==> src/rtl/gate_op_pkg.sv <==
// Shared definitions for the gate operation feeder: opcodes, FSM states, queued request layout.
package gate_op_pkg;

    // Gate opcodes; bit 1 drives chave1 (invert), bit 0 drives chave2 (OR vs AND)
    localparam logic [1:0] OP_AND  = 2'b00;
    localparam logic [1:0] OP_OR   = 2'b01;
    localparam logic [1:0] OP_NAND = 2'b10;
    localparam logic [1:0] OP_NOR  = 2'b11;

    // Issue FSM states
    typedef enum logic [1:0] {
        IDLE  = 2'b00,
        DRIVE = 2'b01,
        HOLD  = 2'b10
    } state_e;

    // One queued request as stored in the FIFO: {a, b, op}
    typedef struct packed {
        logic       a;
        logic       b;
        logic [1:0] op;
    } req_t;

endpackage

==> src/rtl/gate_op_fifo.sv <==
// Small synchronous FIFO holding pending gate requests; reports its occupancy.
module gate_op_fifo
    import gate_op_pkg::*;
#(
    parameter  int DEPTH = 4,
    localparam int AW    = $clog2(DEPTH),
    localparam int LW    = $clog2(DEPTH) + 1
) (
    input  logic          clk,
    input  logic          rst_n,
    input  logic          push,
    input  req_t          wdata,
    input  logic          pop,
    output req_t          rdata,
    output logic [LW-1:0] level
);

    req_t [DEPTH-1:0] mem_q, mem_d;
    logic [AW-1:0]    wr_ptr_q, wr_ptr_d;
    logic [AW-1:0]    rd_ptr_q, rd_ptr_d;
    logic [LW-1:0]    level_q, level_d;
    logic             do_push, do_pop;

    // Overflow/underflow are blocked here too so a misbehaving caller cannot corrupt the pointers
    assign do_push = push && (level_q != LW'(DEPTH));
    assign do_pop  = pop && (level_q != '0);

    assign rdata = mem_q[rd_ptr_q];
    assign level = level_q;

    // Next-state for storage, pointers and occupancy; pointers wrap naturally since DEPTH is 2^AW
    always_comb begin
        mem_d    = mem_q;
        wr_ptr_d = wr_ptr_q;
        rd_ptr_d = rd_ptr_q;
        level_d  = level_q;
        if (do_push) begin
            mem_d[wr_ptr_q] = wdata;
            wr_ptr_d        = wr_ptr_q + 1'b1;
        end
        if (do_pop) begin
            rd_ptr_d = rd_ptr_q + 1'b1;
        end
        case ({do_push, do_pop})
            2'b10:   level_d = level_q + 1'b1;
            2'b01:   level_d = level_q - 1'b1;
            default: level_d = level_q;
        endcase
    end

    // FIFO state registers
    always_ff @(posedge clk or negedge rst_n) begin
        if (!rst_n) begin
            mem_q    <= '0;
            wr_ptr_q <= '0;
            rd_ptr_q <= '0;
            level_q  <= '0;
        end else begin
            mem_q    <= mem_d;
            wr_ptr_q <= wr_ptr_d;
            rd_ptr_q <= rd_ptr_d;
            level_q  <= level_d;
        end
    end

endmodule

==> src/rtl/gate_op_feeder.sv <==
// Issue stage for the AND/OR/NAND/NOR gate unit: buffers requests, drives the gate
// from registers for one cycle, captures its result and hands it downstream.
module gate_op_feeder
    import gate_op_pkg::*;
#(
    parameter  int DEPTH = 4,
    localparam int LW    = $clog2(DEPTH) + 1
) (
    input  logic          clk,
    input  logic          rst_n,
    input  logic          in_valid,
    output logic          in_ready,
    input  logic          in_a,
    input  logic          in_b,
    input  logic [1:0]    in_op,
    output logic          gate_a,
    output logic          gate_b,
    output logic          gate_chave1,
    output logic          gate_chave2,
    input  logic          gate_result,
    output logic          out_valid,
    input  logic          out_ready,
    output logic          out_result,
    output logic [1:0]    out_op,
    output logic [LW-1:0] level,
    output logic [7:0]    done_count
);

    state_e        state_q, state_d;
    logic          gate_a_q, gate_a_d;
    logic          gate_b_q, gate_b_d;
    logic          gate_c1_q, gate_c1_d;
    logic          gate_c2_q, gate_c2_d;
    logic [1:0]    op_q, op_d;
    logic          out_valid_q, out_valid_d;
    logic          out_result_q, out_result_d;
    logic [1:0]    out_op_q, out_op_d;
    logic [7:0]    done_count_q, done_count_d;

    logic          push, pop;
    req_t          in_req, head;
    logic [LW-1:0] fifo_level;

    // in_ready comes from the registered level, so a full FIFO never sees push+pop together
    assign in_ready = (fifo_level < LW'(DEPTH));
    assign push     = in_valid && in_ready;
    assign in_req   = '{a: in_a, b: in_b, op: in_op};

    gate_op_fifo #(.DEPTH(DEPTH)) u_fifo (
        .clk   (clk),
        .rst_n (rst_n),
        .push  (push),
        .wdata (in_req),
        .pop   (pop),
        .rdata (head),
        .level (fifo_level)
    );

    assign level       = fifo_level;
    assign gate_a      = gate_a_q;
    assign gate_b      = gate_b_q;
    assign gate_chave1 = gate_c1_q;
    assign gate_chave2 = gate_c2_q;
    assign out_valid   = out_valid_q;
    assign out_result  = out_result_q;
    assign out_op      = out_op_q;
    assign done_count  = done_count_q;

    // Issue FSM next-state: pop into the drive registers, capture on DRIVE->HOLD, retire on handshake
    always_comb begin
        state_d      = state_q;
        gate_a_d     = gate_a_q;
        gate_b_d     = gate_b_q;
        gate_c1_d    = gate_c1_q;
        gate_c2_d    = gate_c2_q;
        op_d         = op_q;
        out_valid_d  = out_valid_q;
        out_result_d = out_result_q;
        out_op_d     = out_op_q;
        done_count_d = done_count_q;
        pop          = 1'b0;
        case (state_q)
            IDLE: begin
                if (fifo_level != '0) begin
                    pop     = 1'b1;
                    state_d = DRIVE;
                end
            end
            DRIVE: begin
                out_result_d = gate_result;
                out_op_d     = op_q;
                out_valid_d  = 1'b1;
                state_d      = HOLD;
            end
            HOLD: begin
                if (out_valid_q && out_ready) begin
                    out_valid_d  = 1'b0;
                    done_count_d = done_count_q + 1'b1;
                    if (fifo_level != '0) begin
                        pop     = 1'b1;
                        state_d = DRIVE;
                    end else begin
                        state_d = IDLE;
                    end
                end
            end
            default: state_d = IDLE;
        endcase
        // Every pop loads the head entry into the gate drive registers
        if (pop) begin
            gate_a_d  = head.a;
            gate_b_d  = head.b;
            gate_c1_d = head.op[1];
            gate_c2_d = head.op[0];
            op_d      = head.op;
        end
    end

    // FSM, drive, capture and counter registers
    always_ff @(posedge clk or negedge rst_n) begin
        if (!rst_n) begin
            state_q      <= IDLE;
            gate_a_q     <= 1'b0;
            gate_b_q     <= 1'b0;
            gate_c1_q    <= 1'b0;
            gate_c2_q    <= 1'b0;
            op_q         <= 2'b00;
            out_valid_q  <= 1'b0;
            out_result_q <= 1'b0;
            out_op_q     <= 2'b00;
            done_count_q <= 8'd0;
        end else begin
            state_q      <= state_d;
            gate_a_q     <= gate_a_d;
            gate_b_q     <= gate_b_d;
            gate_c1_q    <= gate_c1_d;
            gate_c2_q    <= gate_c2_d;
            op_q         <= op_d;
            out_valid_q  <= out_valid_d;
            out_result_q <= out_result_d;
            out_op_q     <= out_op_d;
            done_count_q <= done_count_d;
        end
    end

endmodule

==> config.mk <==
export PLATFORM = sky130hd
export DESIGN_NAME = gate_op_feeder
export DESIGN_NICKNAME = d
export VERILOG_FILES = /design/src/rtl/gate_op_pkg.sv /design/src/rtl/gate_op_fifo.sv /design/src/rtl/gate_op_feeder.sv
export SDC_FILE = /design/constraint.sdc
export NUM_CORES = 1
export LEC_CHECK = 0
export CAP_MARGIN = 20
export CORE_ASPECT_RATIO = 1.4
export CORE_MARGIN = 2
export CORE_UTILIZATION = 48
export CTS_CLUSTER_SIZE = 24
export DETAILED_ROUTE_END_ITERATION = 12
export GPL_TIMING_DRIVEN = 0
export PLACE_DENSITY = 0.78
export SLEW_MARGIN = 0
export SYNTH_ARGS = -nofsm -noshare
export SYNTH_HDL_FRONTEND = slang
export SYNTH_SLANG_ARGS = --single-unit
==> constraint.sdc <==
create_clock -name clk -period 2.11 [get_ports clk]
set_clock_uncertainty 0.05 [all_clocks]
set_input_delay 0.211 -clock clk [delete_from_list [all_inputs] [get_ports clk]]
set_output_delay 0.211 -clock clk [all_outputs]
set_load 0.005 [all_outputs]
==> flow_summary_export.csv <==
group,metric,value,unit
status,status,"finished, violations left",
status,violations,"negative hold slack",
synthesis,yosys.area.top_type,"dfrtp_1",
sta,holdWs,-0.00509,ns
critical_path,worstPathRequired,2.27,ns
hold_path,hp-class,"in2async",
drt,drc,0,
sta,tightest_slew,0.895,ns
synthesis,netlist_area,0.00188,sq mm
power_and_ir_drop,p_total,3.45,mW
clock_tree,path_clk_slew,0.07,ns
drt,dr.pass1.iters,4,
power_and_ir_drop,p_leak,1.06,nW
job,drv_cap,0,
clock_tree,cts_tree,"done",
floorplan,ios,29,
finish,post-route-util,62.1,%
global_route,grt_util_all_layers,16.0,%
global_route,antenna_found_initial,0,
clock_tree,h-tree-depth,2,
place,placedCellCount,204,
sta,finalCritPeriodShare,92.2,%
synthesis,yosysSeqAreaShare,54.7,%
critical_path,worst_ep_arrival_time,2.10,ns
place,post_dp_cell_area,0.00220,sq mm
place,portBuffers,28,
floorplan,core_area,0.00371,sq mm
clock_tree,cts.path.max_buffers,2,
finish,final_cells,213,
sta,max-slew-margin-rel,40.3,%
sta,max_freq,0.514,GHz
clock_tree,root_buffer,"clkbuf_8",
synthesis,postSynthCellCount,134,
synthesis,ys_warn_count,0,
power_and_ir_drop,power_density,1500,mW/mm^2
floorplan,die_x,56.8,um
critical_path,end_kind,"flip-flop",
finish,nets,186,
sta,worst_slack,0.164,ns
finish,area_delta_synth_final,22.7,%
drt,routedWlPerCell,14.8,um
finish,antenna_cells,0,
synthesis,syn-mean-instance-area,14.0,sq um
synthesis,ys_types,26,
critical_path,worst-path-max-fanout,5,
place,dpl.hpwl,2.36,mm
global_route,grt_pass1_wl,5.46,mm
drt,via_count,1130,
sta,setup_violations,0,
floorplan,rows,26,
critical_path,setup.worst_path.class,"reg2reg",
critical_path,critPathLaunchType,"flip-flop",
sta,hold_viol,3,
floorplan,die-area,0.00443,sq mm
drt,drtIter0Drc,21,
global_route,grt_max_degree,42,
clock_tree,clk_latency,0.28,ns
place,place_ws,-0.328,ns
sta,period_needed,1.95,ns
global_route,grt_overflow_total,0,
place,place_congestion,0.761,
synthesis,ys_ff_latch,41,
synthesis,netlist.area_leader.share,54.7,%
drt,viasPerCell,5.31,
power_and_ir_drop,ir_worst_vdd,1040,uV
floorplan,die_y,78.0,um
sta,drv_slew,0,
sta,rsz0062_at_grt,"false",
clock_tree,cts_sinks,41,
clock_tree,cts_made_buffers,5,
drt,routed_wirelength,3.16,mm
drt,antenna_left,0,
floorplan,start_util,50.6,%
global_route,grt_pass1_vias,1227,
finish,final_area,0.00230,sq mm
finish,drive_above_1_share,28.1,%
synthesis,syn-num-nets,150,
synthesis,ys_top_cells_by_area,"dfrtp_1 (55%), mux2_2 (14%), mux4_2 (4.8%)",
-- logic make-up (layout without fill, tap and decap cells) --
kind of cell	count (synthesis)	in the layout	synth area share, %
compound gates	4	4	1.40
simple gates	28	28	9.80
xor+xnor	13	13	6.07
fa+ha+maj	7	7	5.07
buf+inv	12	49	3.27
flops	41	41	54.7
mux	29	29	19.7
-- metrics by stage --
| stage | hold WS [ns] | TNS, ns |
|---|---|---|
| 2_1_floorplan | -0.135 | 0 |
| 3_3_place_gp | 0.407 | -6.41 |
| 3_5_place_dp | 0.332 | -0.489 |
| 4_1_cts | 0.0203 | 0 |
| 5_1_grt | 0.0494 | 0 |
| 6_report | -0.00509 | 0 |
-- cells in the final DEF (no fill, tap or decap), drive strengths merged --
cell	count
fa	1
nor2	5
or2b	1
xnor2	4
mux2	24
clkdlybuf4s50	26
mux2i	1
nand3	3
buf	5
a21oi	1
mux4	4
nand3b	1
nand4b	1
dlymetal6s2s	1
ha	6
a21boi	1
o21ai	2
dfrtp	41
nor4	1
xor2	9
nand2	9
nor4b	1
nor2b	1
inv	9
nor3	5
clkbuf	6
clkinv	2
-- worst max-delay path, stage by stage, from the launching register on --
cell	delay [ns]
dfrtp_2	0.45
a21boi_2	0.20
nor3_4	0.15
ha_2	0.22
inv_1	0.05
fa_1	0.37
xor2_1	0.15
nor2_1	0.11
xnor2_1	0.13
-- cell usage after synthesis, drive strengths merged --
cell and count:
dfrtp 41, xnor2 4, a21oi 1, fa 1, nor4b 1, nor2 5, ha 6, inv 9
nand3 3, buf 3, a21boi 1, nand4b 1, o21ai 2, nor3 5, mux2i 1, nor2b 1
or2b 1, nand2 9, nor4 1, xor2 9, mux4 4, nand3b 1, mux2 24
-- cell type report --
class / count / area, sq um
clock buffers: 6 / 72.6
multi-input cells: 81 / 792
inverters: 9 / 33.8
flip-flops and latches: 41 / 1030
well taps: 42 / 52.6
fillers: 321 / 1410
repair buffers: 29 / 285
clock inverters: 2 / 10.0
plain buffers: 3 / 27.5
-- per-layer routing --
layer / track usage [%] / part of all wire [%] / vias to the layer above
li1: - / - / 531
met1: 16.3 / 40 / 568
met2: 30.7 / 55 / 25
met3: 4.00 / 4.0 / 6
met4: 5.58 / 1.2 / 0
met5: 0 / 0 / -
-- worst paths after layout --
| kind | startpoint | to | slack, ns | depth (start not counted) |
|---|---|---|---|---|
| worst max register to register | state_q[1] | u_fifo.level[2] | 0.16 | 8 |
| min in group clk | out_ready | state_q[1] | 0.34 | 4 |
| worst min register to register | done_count[7] | done_count[7] | 0.44 | 1 |
| worst max-delay path | state_q[1] | u_fifo.level[2] | 0.16 | 8 |
| max in group asynchronous | rst_n | out_valid | 1.40 | 1 |
| worst min-delay path | rst_n | done_count[3] | -0.005 | 1 |
-- flip-flops by register name, summed over array words and instances, names as in the netlist, 2 cells and up --
register,cells
u_fifo.mem_q,16
done_count,8
u_fifo.level,3
u_fifo.wr_ptr_q,2
out_op,2
u_fifo.rd_ptr_q,2
state_q,2
-- timing repair --
item / 4_1_cts / 5_1_grt
pin swaps: 1 / 1
hold buffers: 0 / 0
setup endpoints to repair: 1 / 1
buffers inserted: 1 / 0
resized for setup: 0 / 4
gates cloned: 0 / 0
-- power by group --
| group | internal, mW | total [mW] | switching (mW) |
|---|---|---|---|
| Clock | 0.229 | 0.479 | 0.250 |
| Sequential | 1.16 | 1.43 | 0.272 |
| Combinational | 0.959 | 1.54 | 0.582 |
No activity file was read; power rests on OpenSTA's default activity.
